File: src/rtl/div16u8_seq_pkg.sv
// Shared types and constants for the sequential restoring divider.
package div_pkg;

  typedef enum logic [1:0] {IDLE, CALC, DONE} state_t;

  localparam int N_DEFAULT = 8;

  // Width that holds the step count 0..2N.
  localparam int CNT_W = $clog2(2 * N_DEFAULT + 1);

  // Quotient reported when the divisor is zero.
  localparam logic [2*N_DEFAULT-1:0] DBZ_Q = '1;

endpackage

File: src/rtl/div16u8_seq_restore_step.sv
// One restoring-division step: shift in the next dividend bit, subtract the divisor if it fits.
module div_restore_step
  import div_pkg::*;
#(
  parameter int N = N_DEFAULT
) (
  input  logic [N:0]   rem_in,
  input  logic         next_bit,
  input  logic [N-1:0] divisor,
  output logic [N:0]   rem_out,
  output logic         q_bit
);

  logic [N:0] rem_shift;

  always_comb begin
    rem_shift = {rem_in[N-1:0], next_bit};
    // A set top bit means the shifted value already exceeds any N-bit divisor.
    q_bit     = rem_in[N] | (rem_shift >= {1'b0, divisor});
    rem_out   = q_bit ? (rem_shift - {1'b0, divisor}) : rem_shift;
  end

endmodule

File: src/rtl/div16u8_seq.sv
// Sequential unsigned 2N/N restoring divider with ready/valid handshakes, one quotient bit per clock.
// Define DIV_APPROX_EN to skip the low APPROX_K quotient bits (truncated, approximate result).
module div16u8_seq
  import div_pkg::*;
#(
  parameter int N        = N_DEFAULT,
  parameter int APPROX_K = 4
) (
  input  logic           clk,
  input  logic           rst,
  input  logic           in_valid,
  output logic           in_ready,
  input  logic [2*N-1:0] A,
  input  logic [N-1:0]   B,
  output logic           out_valid,
  input  logic           out_ready,
  output logic [2*N-1:0] Q,
  output logic [N-1:0]   R,
  output logic           dbz
);

`ifdef DIV_APPROX_EN
  localparam int SKIP = APPROX_K;
`else
  localparam int SKIP = 0 * APPROX_K;
`endif
  localparam int STEPS = 2 * N - SKIP;
  localparam int CW    = (N == N_DEFAULT) ? CNT_W : $clog2(2 * N + 1);
  localparam logic [2*N-1:0] DBZ_QUOT = {(2*N){DBZ_Q[0]}};

  state_t         state_reg;
  logic [2*N-1:0] dvd_reg;
  logic [N-1:0]   dvs_reg;
  logic [N:0]     rem_reg;
  logic [CW-1:0]  cnt_reg;
  logic [2*N-1:0] q_reg;
  logic [N-1:0]   r_reg;
  logic           dbz_reg;
  logic           in_ready_reg;
  logic           out_valid_reg;

  logic [N:0]     rem_next;
  logic           q_bit;
  logic [2*N-1:0] dvd_next;

  div_restore_step #(.N(N)) u_step (
    .rem_in   (rem_reg),
    .next_bit (dvd_reg[2*N-1]),
    .divisor  (dvs_reg),
    .rem_out  (rem_next),
    .q_bit    (q_bit)
  );

  // Quotient bits enter the dividend register from the bottom as dividend bits leave the top.
  assign dvd_next = {dvd_reg[2*N-2:0], q_bit};

  always_ff @(posedge clk or posedge rst) begin
    if (rst) begin
      state_reg     <= IDLE;
      dvd_reg       <= '0;
      dvs_reg       <= '0;
      rem_reg       <= '0;
      cnt_reg       <= '0;
      q_reg         <= '0;
      r_reg         <= '0;
      dbz_reg       <= 1'b0;
      in_ready_reg  <= 1'b1;
      out_valid_reg <= 1'b0;
    end else begin
      case (state_reg)
        IDLE: begin
          if (in_valid) begin
            dvd_reg      <= A;
            dvs_reg      <= B;
            rem_reg      <= '0;
            cnt_reg      <= CW'(STEPS);
            in_ready_reg <= 1'b0;
            if (B == '0) begin
              q_reg         <= DBZ_QUOT;
              r_reg         <= A[N-1:0];
              dbz_reg       <= 1'b1;
              out_valid_reg <= 1'b1;
              state_reg     <= DONE;
            end else begin
              state_reg <= CALC;
            end
          end
        end
        CALC: begin
          dvd_reg <= dvd_next;
          rem_reg <= rem_next;
          cnt_reg <= cnt_reg - 1'b1;
          if (cnt_reg == CW'(1)) begin
            // Shifting left drops any unprocessed dividend bits and zero-fills skipped quotient bits.
            q_reg         <= dvd_next << SKIP;
            r_reg         <= rem_next[N-1:0];
            dbz_reg       <= 1'b0;
            out_valid_reg <= 1'b1;
            state_reg     <= DONE;
          end
        end
        DONE: begin
          if (out_ready) begin
            out_valid_reg <= 1'b0;
            in_ready_reg  <= 1'b1;
            state_reg     <= IDLE;
          end
        end
        default: begin
          state_reg     <= IDLE;
          in_ready_reg  <= 1'b1;
          out_valid_reg <= 1'b0;
        end
      endcase
    end
  end

  assign in_ready  = in_ready_reg;
  assign out_valid = out_valid_reg;
  assign Q         = q_reg;
  assign R         = r_reg;
  assign dbz       = dbz_reg;

endmodule

File: config.mk
export PLATFORM = sky130hd
export DESIGN_NAME = div16u8_seq
export DESIGN_NICKNAME = d
export VERILOG_FILES = /design/src/rtl/div16u8_seq_pkg.sv /design/src/rtl/div16u8_seq_restore_step.sv /design/src/rtl/div16u8_seq.sv
export SDC_FILE = /design/constraint.sdc
export NUM_CORES = 1
export LEC_CHECK = 0
export ABC_AREA = 1
export CAP_MARGIN = 20
export CORE_AREA = 3 3 88 90
export DETAILED_ROUTE_END_ITERATION = 10
export DIE_AREA = 0 0 91 93
export PLACE_DENSITY = 0.69
export SYNTH_ARGS = -nofsm -noshare
export SYNTH_HDL_FRONTEND = slang
export SYNTH_SLANG_ARGS = --single-unit
File: constraint.sdc
create_clock -name clk -period 4.2 [get_ports clk]
set_input_delay 0.84 -clock clk [delete_from_list [all_inputs] [get_ports clk]]
set_output_delay 0.84 -clock clk [all_outputs]
set_load 0.005 [all_outputs]
Word-level counts from Yosys, hierarchy flattened
Index checks and enable logic that the tools add are counted.

storage, ports and cells
  register bits = 67
  latch bits = 0
  bits in writable memories = 0
  bits in read-only memories = 0
  input port bits = 28
  output and inout bits = 27
  word-level logic and storage cells = 61
  memories = 0

operators by class
  add/sub/neg operators = 2
  $mul = 0
  div/mod/pow operators = 0
  $lt $le $gt $ge = 1
  eq/ne operators = 7
  shift operators = 0
  mux-type cells = 30
  bitwise logic cells = 2
  reduce and logical (&&, ||, !) cells = 9

operators with widths
  kind                                                                count
  16-bit 2-to-1 mux                                                   4
  16-bit case mux with 2 select lines                                 2
  8-bit 2-to-1 mux                                                    3
  9-bit 2-to-1 mux                                                    2
  9-bit case mux with 2 select lines                                  1
  8-bit case mux with 2 select lines                                  1
  5-bit case mux with 2 select lines                                  1
  9-bit by 8-bit greater-or-equal comparator with 1-bit output        1
  9-bit by 8-bit subtractor with 9-bit output                         1
  8-bit logical NOT                                                   1
  2-bit 2-to-1 mux                                                    4
  2-bit != test, second input constant                                4
  4-bit AND reduction                                                 2
  1-bit 2-to-1 mux                                                    7
  1-bit case mux with 3 select lines                                  2
  2-bit case mux with 3 select lines                                  1
  3-bit AND reduction                                                 2
  5-bit by 1-bit == test with 1-bit output, second input constant     1
  5-bit 2-to-1 mux                                                    1
  5-bit by 1-bit subtractor with 5-bit output, second input constant  1
  2-bit AND reduction                                                 2
  2-bit by 1-bit == test with 1-bit output, second input constant     1
  2-bit == test, second input constant                                1
  2-bit logical NOT                                                   1
  other kinds (4)                                                     4

Depth between registers and ports, before layout
Gate-level depths: netlist of run 1.

  depth after elaboration = 5
  depth in mapped cells = 13
  mapped depth without buffers = 13

By module
From an unflattened synthesis of run 1, not the netlist that was laid out.

second synthesis, totals
  cells, all modules = 476
  area total of the unflattened synthesis = 3601.0 µm²

modules (own cells, without submodules)
  module            times used  cells each  area each (µm²)  seq. area each (µm²)
  div16u8_seq       1           351         2970.3           1677.9
  div_restore_step  1           125         630.6            0.0

Worst setup path after synthesis of run 1
OpenSTA, ideal clock, no wires.

  path kind = input to register
  from = in B[6]
  to = reg q_reg[3], in the netlist Q[3]
  setup time = 82 ps
  arrival time = 1743 ps
  data required time = 4118 ps
  slack = 2375 ps
  stages = 11
  path buffers = 2
  cells stage by stage = nor2_1 nand2_1 nor2_1 nand2_1 nand2_1 nand2_4 inv_2 buf_6 buf_6 nor2_1 a31oi_1

on the way
  longest elaborated chain between the ends = 3

ends and longest elaborated chain
  what                                  RTL line           text
  start, declared                       div16u8_seq.sv:14  input logic [N-1:0] B,
  8-bit logical NOT                     div16u8_seq.sv:78  if (B == '0) begin
  2-bit != test (no source line)        -
  4-bit AND reduction (no source line)  -
  end signal, assigned                  div16u8_seq.sv:95  q_reg <= dvd_next << SKIP;
  end, declared                         div16u8_seq.sv:36  logic [2*N-1:0] q_reg;

No other way between the ends.
A chain may end at the register's enable or synchronous reset.

Final worst setup path of run 1
  from = in B[4]
  to = reg r_reg[1], in the netlist R[1]

on the way
  longest elaborated chain between the ends = 3

ends and longest elaborated chain
  what                                  RTL line           text
  8-bit logical NOT                     div16u8_seq.sv:78
  2-bit != test (no source line)        -
  4-bit AND reduction (no source line)  -
  end signal, assigned                  div16u8_seq.sv:80  r_reg <= A[N-1:0];
  end signal, assigned                  div16u8_seq.sv:96  r_reg <= rem_next[N-1:0];
  end, declared                         div16u8_seq.sv:37  logic [N-1:0] r_reg;

No other way between the ends.

==> results of run 1 <==
==> layout by cell type, fill, tap and decap left out, types with 2 or more instances in the layout <==
cell,netlist,final
nand2_1,83,83
dfrtp_1,66,66
inv_1,64,63
clkdlybuf4s50_1,0,54
nor2_1,39,39
nand3_1,33,33
o21ai_0,23,23
a31oi_1,14,14
nand4_1,10,10
ha_1,10,10
clkbuf_8,0,9
nor3_1,8,8
a221oi_1,7,7
or2_0,7,7
a22oi_1,5,5
buf_4,0,5
inv_2,3,4
a21oi_1,3,3
xor2_1,3,3
nor2_2,2,2
or2_2,2,2
o22ai_1,2,2
nand2_2,2,2
clkinv_2,0,2
==> cells by family after synthesis <==
kind of cell	count (synthesis)	share of synthesized area (%)
AOI/OAI and AO/OA	59	10.7
xor gates and xnor gates	4	1.02
adders and majority gates	11	4.21
buffers and inverters	85	10.6
DFF	67	48.7
muxes	1	0.291
and+or+nand+nor	190	24.4
==> area by class of cell <==
| cell class | count | area, µm² | share of cell area, % |
|---|---|---|---|
| Clock buffer | 9 | 124 | 2.93 |
| Clock inverter | 7 | 76.3 | 1.80 |
| Inverter | 67 | 251 | 5.94 |
| Multi-Input combinational cell | 265 | 1400 | 33.1 |
| Sequential cell | 67 | 1680 | 39.6 |
| Tap cell | 99 | 124 | 2.93 |
| Timing Repair Buffer | 59 | 578 | 13.7 |
==> power groups by stage <==
stage          Combinational [W]  Sequential [W]  Clock [W]
2_1_floorplan            0.00143         0.00109          0
3_3_place_gp             0.00192         0.00113          0
3_5_place_dp             0.00195         0.00114          0
4_1_cts                  0.00197         0.00113   0.000560
5_1_grt                  0.00225         0.00116   0.000587
6_report                 0.00196         0.00113   0.000549
==> cells in the mapped netlist <==
library cell,instances,area (µm²)
o221ai_1,1,8.76
nor2_2,2,12.5
nor4_1,1,6.26
ha_1,10,125
buf_2,7,35.0
nand2_2,2,12.5
o211ai_1,1,7.51
o21ai_0,23,115
dfstp_2,1,26.3
buf_6,5,56.3
xnor2_1,1,8.76
a221oi_1,7,61.3
a22oi_1,5,37.5
nor2_4,1,11.3
or2_1,1,6.26
nand2_4,1,11.3
nor3_1,8,40.0
a21oi_1,3,15.0
buf_1,2,7.51
a31oi_1,14,87.6
o21bai_1,1,7.51
o22ai_1,2,12.5
or2_2,2,12.5
o21a_1,1,7.51
nand4_1,10,62.6
xor2_1,3,26.3
clkbuf_1,4,15.0
or2_0,7,43.8
nor2_1,39,146
nand2_1,83,312
dfrtp_1,66,1650
inv_2,3,11.3
fa_1,1,20.0
inv_1,64,240
mux2i_1,1,10.0
a21oi_2,1,8.76
nand3_1,33,165
==> per-layer routing <==
| layer | track usage (%) | routed length [µm] | vias to the layer above |
|---|---|---|---|
| met3 | 2.98 | 349 | 11 |
| met2 | 31.2 | 3680 | 65 |
| met1 | 30.0 | 3920 | 1338 |
| met5 | 0 | 0 | - |
| li1 | - | - | 1462 |
| met4 | 8.29 | 150 | 0 |
==> path summary, 6_finish.rpt <==
kind,slack [ns],depth (start not counted),endpoint,from
max in group asynchronous,2.49,3,in_ready,rst
worst max-delay path,1.75,11,R[1],B[4]
min in group asynchronous,0.91,2,dvs_reg[4],rst
worst max register to register,1.88,11,R[7],state_reg[0]
worst min-delay path,0.49,1,cnt_reg[3],cnt_reg[3]
worst min register to register,0.49,1,cnt_reg[3],cnt_reg[3]
==> stage by stage <==
stage          util (%)  area (µm²)  instances
3_5_place_dp       56.5        4030        557
5_1_grt            59.3        4230        573
4_1_cts            59.3        4230        573
6_report           59.3        4230        573
3_3_place_gp       56.5        4030        557
2_1_floorplan         -        3440        417
==> run_results.csv, run 1 <==
group,metric,value,unit
run_status,status,"completed",
clock_tree,post-cts-setup-buffer-count,0,
clock_tree,clock-sinks,67,
global_route,grt_max_degree,50,
synth,syn_avg_cell_area,8.26,µm²
place,numPortBuffers,54,
routing,vias_per_cell,5.02,
global_route,antenna_found_initial,0,
routing,routed_wl,8.10,mm
worst_setup_path,cp.buffers_inverters,3,
synth,yosysWarnings,0,
routing,first_pass_iters,4,
synth,ys_seq_area_share,48.7,%
cells_and_area,syn_to_final_growth,22.9,%
sta,setup_tns,0,ns
sta,finalClockSkew,0.00999,ns
worst_setup_path,worstPathArrival,2.74,ns
routing,wl_per_cell,14.1,µm
floorplan,dieArea,8460,µm²
sta,max_slew.worst_pin.slew,0.689,ns
global_route,gr-total-overflow,0,
cells_and_area,drive_gt1_share,7.38,%
worst_setup_path,cp_common_cell,"nand2_1",
sta,slew_viol_final,0,
clock_tree,cts_resized,0,
pwr,power,0.00363,W
floorplan,io_pins,55,
clock_tree,clk_path_buf_depth,2,
cells_and_area,nFillCells,697,
worst_hold_path,hold_class,"register to register",
worst_setup_path,critPathTopFamily,"simple AND/OR/NAND/NOR gates",
global_route,grt_use_total,20.6,%
floorplan,core,7140,µm²
routing,ant_nets,0,
place,hpwl,5.92,mm
worst_setup_path,required,4.49,ns
pwr,clockPowerShare,15.1,%
worst_setup_path,crit_fanout,38,
clock_tree,hold_buffers,0,
pwr,p_int,0.00201,W
clock_tree,htree_levels,3,
place,detailedPlace.worstSlack,1.39,ns
sta,rsz0062_at_grt,"no",
pwr,vdd_drop_max,0.392,mV
floorplan,dieWidth,91,µm
sta,fmax,408,MHz
synth,ys_ff_latch,67,
sta,period_share,58.3,%
worst_setup_path,worstSetupEndpointType,"register",
sta,maxSlewHeadroom,54.0,%
floorplan,start_util,48.3,%
sta,min_period,2.45,ns
worst_setup_path,critPathMaxStageDelay,0.46,ns
floorplan,die_h,93,µm
worst_setup_path,crit_chain,"clkdlybuf4s50_1, nor2_1, nand2_1, nor2_1, nand2_1, nand2_1, nand2_4, inv_2, or2_0, nand2_1, inv_1",
sta,hold_violations,0,
worst_setup_path,slowest_stage,"inv_2",
pwr,power.density,858,nW/µm²
cells_and_area,antenna_cells,0,
place,gp_congestion,0.842,
pwr,seqPwrFrac,31.0,%
clock_tree,insertion_delay,0.35,ns
clock_tree,root_buffer,"clkbuf_8",
pwr,p_sw,0.00162,W
routing,drtIter0Drc,238,
sta,hold_slack,0.486,ns
pwr,leakage,2.06,nW
synth,synthCells,417,
pwr,switching_share,44.7,%
cells_and_area,layout.nets,508,
routing,num_vias,2876,
global_route,grt_pass1_wl,13.9,mm
clock_tree,cts_tree,"built",
clock_tree,clk_pin_slew_worst_paths,0.08,ns
synth,syn_area,3440,µm²
flow_run,maxCapViolCount,0,
routing,drc,0,
global_route,grt_pass1_vias,2809,
sta,setup_ws,1.75,ns
worst_setup_path,cp-start-kind,"input pin",
synth,ys_types,37,
sta,finalSetupViolations,0,
pwr,combPwrFrac,53.9,%
synth,synth_nets,456,
floorplan,placementRows,31,
clock_tree,numCtsBuffers,9,
worst_setup_path,critPathKind,"input pin to register",
Note: power is estimated with default switching activity, not from simulation.
==> inputs of run 2 (changes only) <==
clock period = 2.44 ns   (was 4.2 ns; I/O delays follow)
==> run_results.csv, run 2 (same netlist as run 1, synthesis figures left out) <==
group,metric,value,unit
run_status,status,"completed",
sta,setup_tns,0,ns
place,place_area,4090,µm²
worst_setup_path,critPathTopFamily,"simple AND/OR/NAND/NOR gates",
global_route,antenna_found_initial,0,
floorplan,dieWidth,91,µm
pwr,power,0.00633,W
sta,finalSetupViolations,0,
worst_setup_path,worstPathArrival,2.30,ns
cells_and_area,final_area,4290,µm²
cells_and_area,final_util,60.1,%
sta,maxSlewHeadroom,68.3,%
worst_setup_path,required,2.68,ns
routing,drc,0,
sta,hold_violations,0,
clock_tree,clock-sinks,67,
pwr,vdd_drop_max,0.680,mV
cells_and_area,final_common_cell,"nand2_1",
flow_run,maxCapViolCount,0,
worst_setup_path,critPathKind,"register to register",
place,detailedPlace.worstSlack,0.130,ns
worst_setup_path,critPathMaxStageDelay,0.41,ns
floorplan,start_util,48.3,%
place,gp_congestion,0.867,
worst_hold_path,hold_class,"register to register",
pwr,power.density,1480,nW/µm²
worst_setup_path,cp_common_cell,"nand3_1",
clock_tree,cts_resized,0,
global_route,gr-total-overflow,0,
worst_setup_path,cp.buffers_inverters,1,
worst_setup_path,crit_chain,"ha_1, or2_2, nand3_1, nand2_1, nand2_2, nand2_2, nand3_1, nand3_1, nand2_1, inv_1",
sta,min_period,2.06,ns
routing,ant_nets,0,
cells_and_area,layout_common_cells,"nand2_1, dfrtp_1, inv_1",
clock_tree,hold_buffers,0,
place,hpwl,5.78,mm
worst_setup_path,worstSetupEndpointType,"register",
floorplan,placementRows,31,
worst_setup_path,slowest_stage,"dfrtp_1",
sta,finalClockSkew,0.00939,ns
sta,setup_ws,0.383,ns
clock_tree,clk_pin_slew_worst_paths,0.08,ns
clock_tree,cts_tree,"built",
worst_setup_path,cp-start-kind,"register",
clock_tree,insertion_delay,0.34,ns
floorplan,dieArea,8460,µm²
clock_tree,root_buffer,"clkbuf_8",
clock_tree,post-cts-setup-buffer-count,0,
global_route,grt_pass1_wl,13.2,mm
clock_tree,htree_levels,3,
clock_tree,numCtsBuffers,9,
routing,vias_per_cell,5.02,
global_route,grt_use_total,19.7,%
floorplan,die_h,93,µm
routing,drtIter0Drc,215,
routing,first_pass_iters,5,
cells_and_area,antenna_cells,0,
place,numPortBuffers,54,
routing,num_vias,2894,
global_route,grt_max_degree,68,
sta,slew_viol_final,0,
sta,period_share,84.3,%
cells_and_area,nFillCells,656,
routing,routed_wl,7.97,mm
routing,wl_per_cell,13.8,µm
pwr,leakage,2.09,nW
global_route,grt_pass1_vias,2703,
floorplan,core,7140,µm²
sta,rsz0062_at_grt,"no",
cells_and_area,layout.nets,512,
floorplan,io_pins,55,
sta,max_slew.worst_pin.slew,0.475,ns
clock_tree,clk_path_buf_depth,2,
cells_and_area,syn_to_final_growth,24.5,%
worst_setup_path,crit_fanout,10,
cells_and_area,drive_gt1_share,8.16,%
sta,fmax,486,MHz
-- run 2: layer usage --
layer / up-vias / wire (µm) / GRT usage [%]
met3: 10 / 357 / 3.62
met2: 66 / 3670 / 30.9
li1: 1466 / - / -
met1: 1352 / 3820 / 27.1
met4: 0 / 121 / 7.54
met5: - / 0 / 0
-- run 2: worst register-to-register path, cell delays in order, from the launching register on --
cell     delay, ns
dfrtp_1       0.41
ha_1          0.32
or2_2         0.33
nand3_1       0.12
nand2_1       0.08
nand2_2       0.18
nand2_2       0.17
nand3_1       0.13
nand3_1       0.11
nand2_1       0.08
inv_1         0.04
-- run 2: final cells by class --
cell class | count | area (µm²) | share of cell area (%)
multi-input cells | 265 | 1400 | 32.7
clock buffers | 9 | 124 | 2.89
clock inverters | 7 | 77.6 | 1.81
flip-flops and latches | 67 | 1680 | 39.1
well taps | 99 | 124 | 2.89
inverters | 67 | 251 | 5.86
repair buffers | 63 | 633 | 14.8
-- run 2: where the power goes --
part / switching [W] / internal [W] / total (W)
logic: 0.00204 / 0.00143 / 0.00347
registers: 0.000297 / 0.00164 / 0.00193
clock network: 0.000448 / 0.000478 / 0.000926
-- run 2: path summary, 6_finish.rpt --
path	startpoint	endpoint	slack, ns	cells past startpoint
max	rem_reg[1]	R[1]	0.38	10
min	cnt_reg[3]	cnt_reg[3]	0.49	1
max reg2reg	rem_reg[1]	R[1]	0.38	10
min reg2reg	cnt_reg[3]	cnt_reg[3]	0.49	1
max in group asynchronous	rst	in_ready	1.57	3
min in group asynchronous	rst	dvs_reg[7]	0.52	3
-- run 2: through the flow --
stage,cells,hold WS (ns)
2_1_floorplan,417,0.448
5_1_grt,577,0.526
6_report,577,0.491
3_5_place_dp,561,0.469
4_1_cts,577,0.493
3_3_place_gp,561,0.468
==> inputs of run 3 (changes only) <==
clock period = 2.1 ns   (was 2.44 ns; I/O delays follow)
==> run_results.csv, run 3 (same netlist as run 1, synthesis figures left out) <==
group,metric,value,unit
run_status,status,"completed",
floorplan,dieWidth,91,µm
routing,vias_per_cell,5.06,
cells_and_area,syn_to_final_growth,26.0,%
floorplan,start_util,48.3,%
cells_and_area,nFillCells,665,
worst_setup_path,required,2.39,ns
global_route,gr-total-overflow,0,
place,hpwl,5.94,mm
worst_hold_path,hp-start,"cnt_reg[3]",
pwr,switching_share,44.7,%
sta,setup_tns,0,ns
global_route,grt_pass1_vias,2891,
routing,routed_wl,8.15,mm
clock_tree,post-cts-setup-buffer-count,0,
pwr,p_int,0.00412,W
routing,num_vias,2948,
floorplan,dieArea,8460,µm²
sta,hold_violations,0,
flow_run,maxCapViolCount,0,
worst_setup_path,cp-start-kind,"register",
sta,maxSlewHeadroom,71.2,%
worst_setup_path,path_depth,10,
pwr,seqPwrFrac,30.4,%
sta,finalClockSkew,0.0103,ns
worst_setup_path,critPathMaxStageDelay,0.41,ns
pwr,power.density,1720,nW/µm²
global_route,grt_pass1_wl,13.8,mm
clock_tree,clk_pin_slew_worst_paths,0.08,ns
worst_setup_path,slowest_stage,"dfrtp_1",
floorplan,io_pins,55,
worst_setup_path,endpoint,"R[1]",
worst_setup_path,critPathTopFamily,"simple AND/OR/NAND/NOR gates",
routing,first_pass_iters,4,
pwr,clockPowerShare,13.1,%
pwr,p_sw,0.00333,W
sta,finalSetupViolations,0,
clock_tree,numCtsBuffers,9,
routing,wl_per_cell,14.0,µm
worst_setup_path,cp.buffers_inverters,2,
cells_and_area,multiInputGateArea,1430,µm²
floorplan,core,7140,µm²
clock_tree,htree_levels,3,
floorplan,placementRows,31,
cells_and_area,antenna_cells,0,
place,place_area,4140,µm²
worst_setup_path,worstSetupEndpointType,"register",
clock_tree,cts_resized,0,
worst_setup_path,crit_chain,"ha_1, or2_2, nand3_1, nand2_1, nand2_4, buf_4, nand4_1, nand3_1, nand2_1, inv_1",
worst_setup_path,r2r_slack,0.15,ns
worst_setup_path,critPathKind,"register to register",
place,numPortBuffers,54,
global_route,grt_max_degree,68,
cells_and_area,layout_common_cells,"nand2_1, dfrtp_1, inv_1",
worst_hold_path,hold_class,"register to register",
sta,max_slew.worst_pin.slew,0.431,ns
pwr,vdd_drop_max,0.661,mV
pwr,leakage,2.11,nW
routing,ant_nets,0,
pwr,combPwrFrac,56.6,%
worst_setup_path,r2r-end,"R[1]",
routing,drc,0,
worst_setup_path,crit_fanout,6,
floorplan,die_h,93,µm
sta,fmax,513,MHz
sta,rsz0062_at_grt,"no",
worst_setup_path,rr_startpoint,"rem_reg[1]",
worst_setup_path,r2r_cells,10,
cells_and_area,layout.nets,518,
cells_and_area,final_area,4340,µm²
worst_setup_path,worstPathArrival,2.24,ns
clock_tree,clock-sinks,67,
global_route,grt_use_total,20.6,%
cells_and_area,final_common_cell,"nand2_1",
sta,period_share,92.9,%
cells_and_area,ff_latch_area,1680,µm²
worst_setup_path,crit_start,"rem_reg[1]",
clock_tree,hold_buffers,0,
clock_tree,root_buffer,"clkbuf_8",
cells_and_area,drive_gt1_share,9.71,%
clock_tree,cts_tree,"built",
place,gp_congestion,0.858,
sta,slew_viol_final,0,
clock_tree,clk_path_buf_depth,2,
routing,drtIter0Drc,154,
global_route,antenna_found_initial,0,
clock_tree,insertion_delay,0.35,ns
sta,min_period,1.95,ns
run 3: per-stage QoR:
step	instances	util, %	power, W	hold WS [ns]	setup WS [ns]
2_1_floorplan	417	-	0.00505	0.448	0.330
3_3_place_gp	567	58.0	0.00631	0.469	-0.0272
3_5_place_dp	567	58.0	0.00640	0.469	-0.0593
4_1_cts	583	60.4	0.00740	0.488	0.134
5_1_grt	583	60.8	0.00816	0.506	0.0107
6_report	583	60.8	0.00746	0.482	0.150
run 3: worst min path at each step:
stage / slack [ns] / end / cells past startpoint
floorplan: 0.45 / dvs_reg[0] / 2
global placement: 0.47 / cnt_reg[3] / 1
detailed placement: 0.47 / dvs_reg[0] / 2
CTS: 0.49 / cnt_reg[3] / 1
global route: 0.51 / cnt_reg[3] / 1
finish: 0.48 / cnt_reg[3] / 1
run 3: metal layers:
metal	share of wire [%]	global-route usage [%]	vias to the layer above	routed length [µm]
met4	2.1	10.3	0	175
met3	4.0	3.54	13	329
met2	46	31.7	58	3770
met5	0	0	-	0
li1	-	-	1480	-
met1	48	28.4	1397	3880
run 3: area by class of cell:
type	instances	share of cell area, %
well taps	99	2.85
clock inverters	7	1.21
flip-flops and latches	67	38.7
inverters	67	5.88
multi-input cells	265	32.9
repair buffers	69	15.6
clock buffers	9	2.85
run 3: power by group through the flow:
stage | combinational (W) | clock, W | sequential [W]
4_1_cts | 0.00415 | 0.000992 | 0.00226
3_5_place_dp | 0.00412 | 0 | 0.00228
2_1_floorplan | 0.00286 | 0 | 0.00219
5_1_grt | 0.00478 | 0.00105 | 0.00233
6_report | 0.00422 | 0.000975 | 0.00226
3_3_place_gp | 0.00404 | 0 | 0.00227
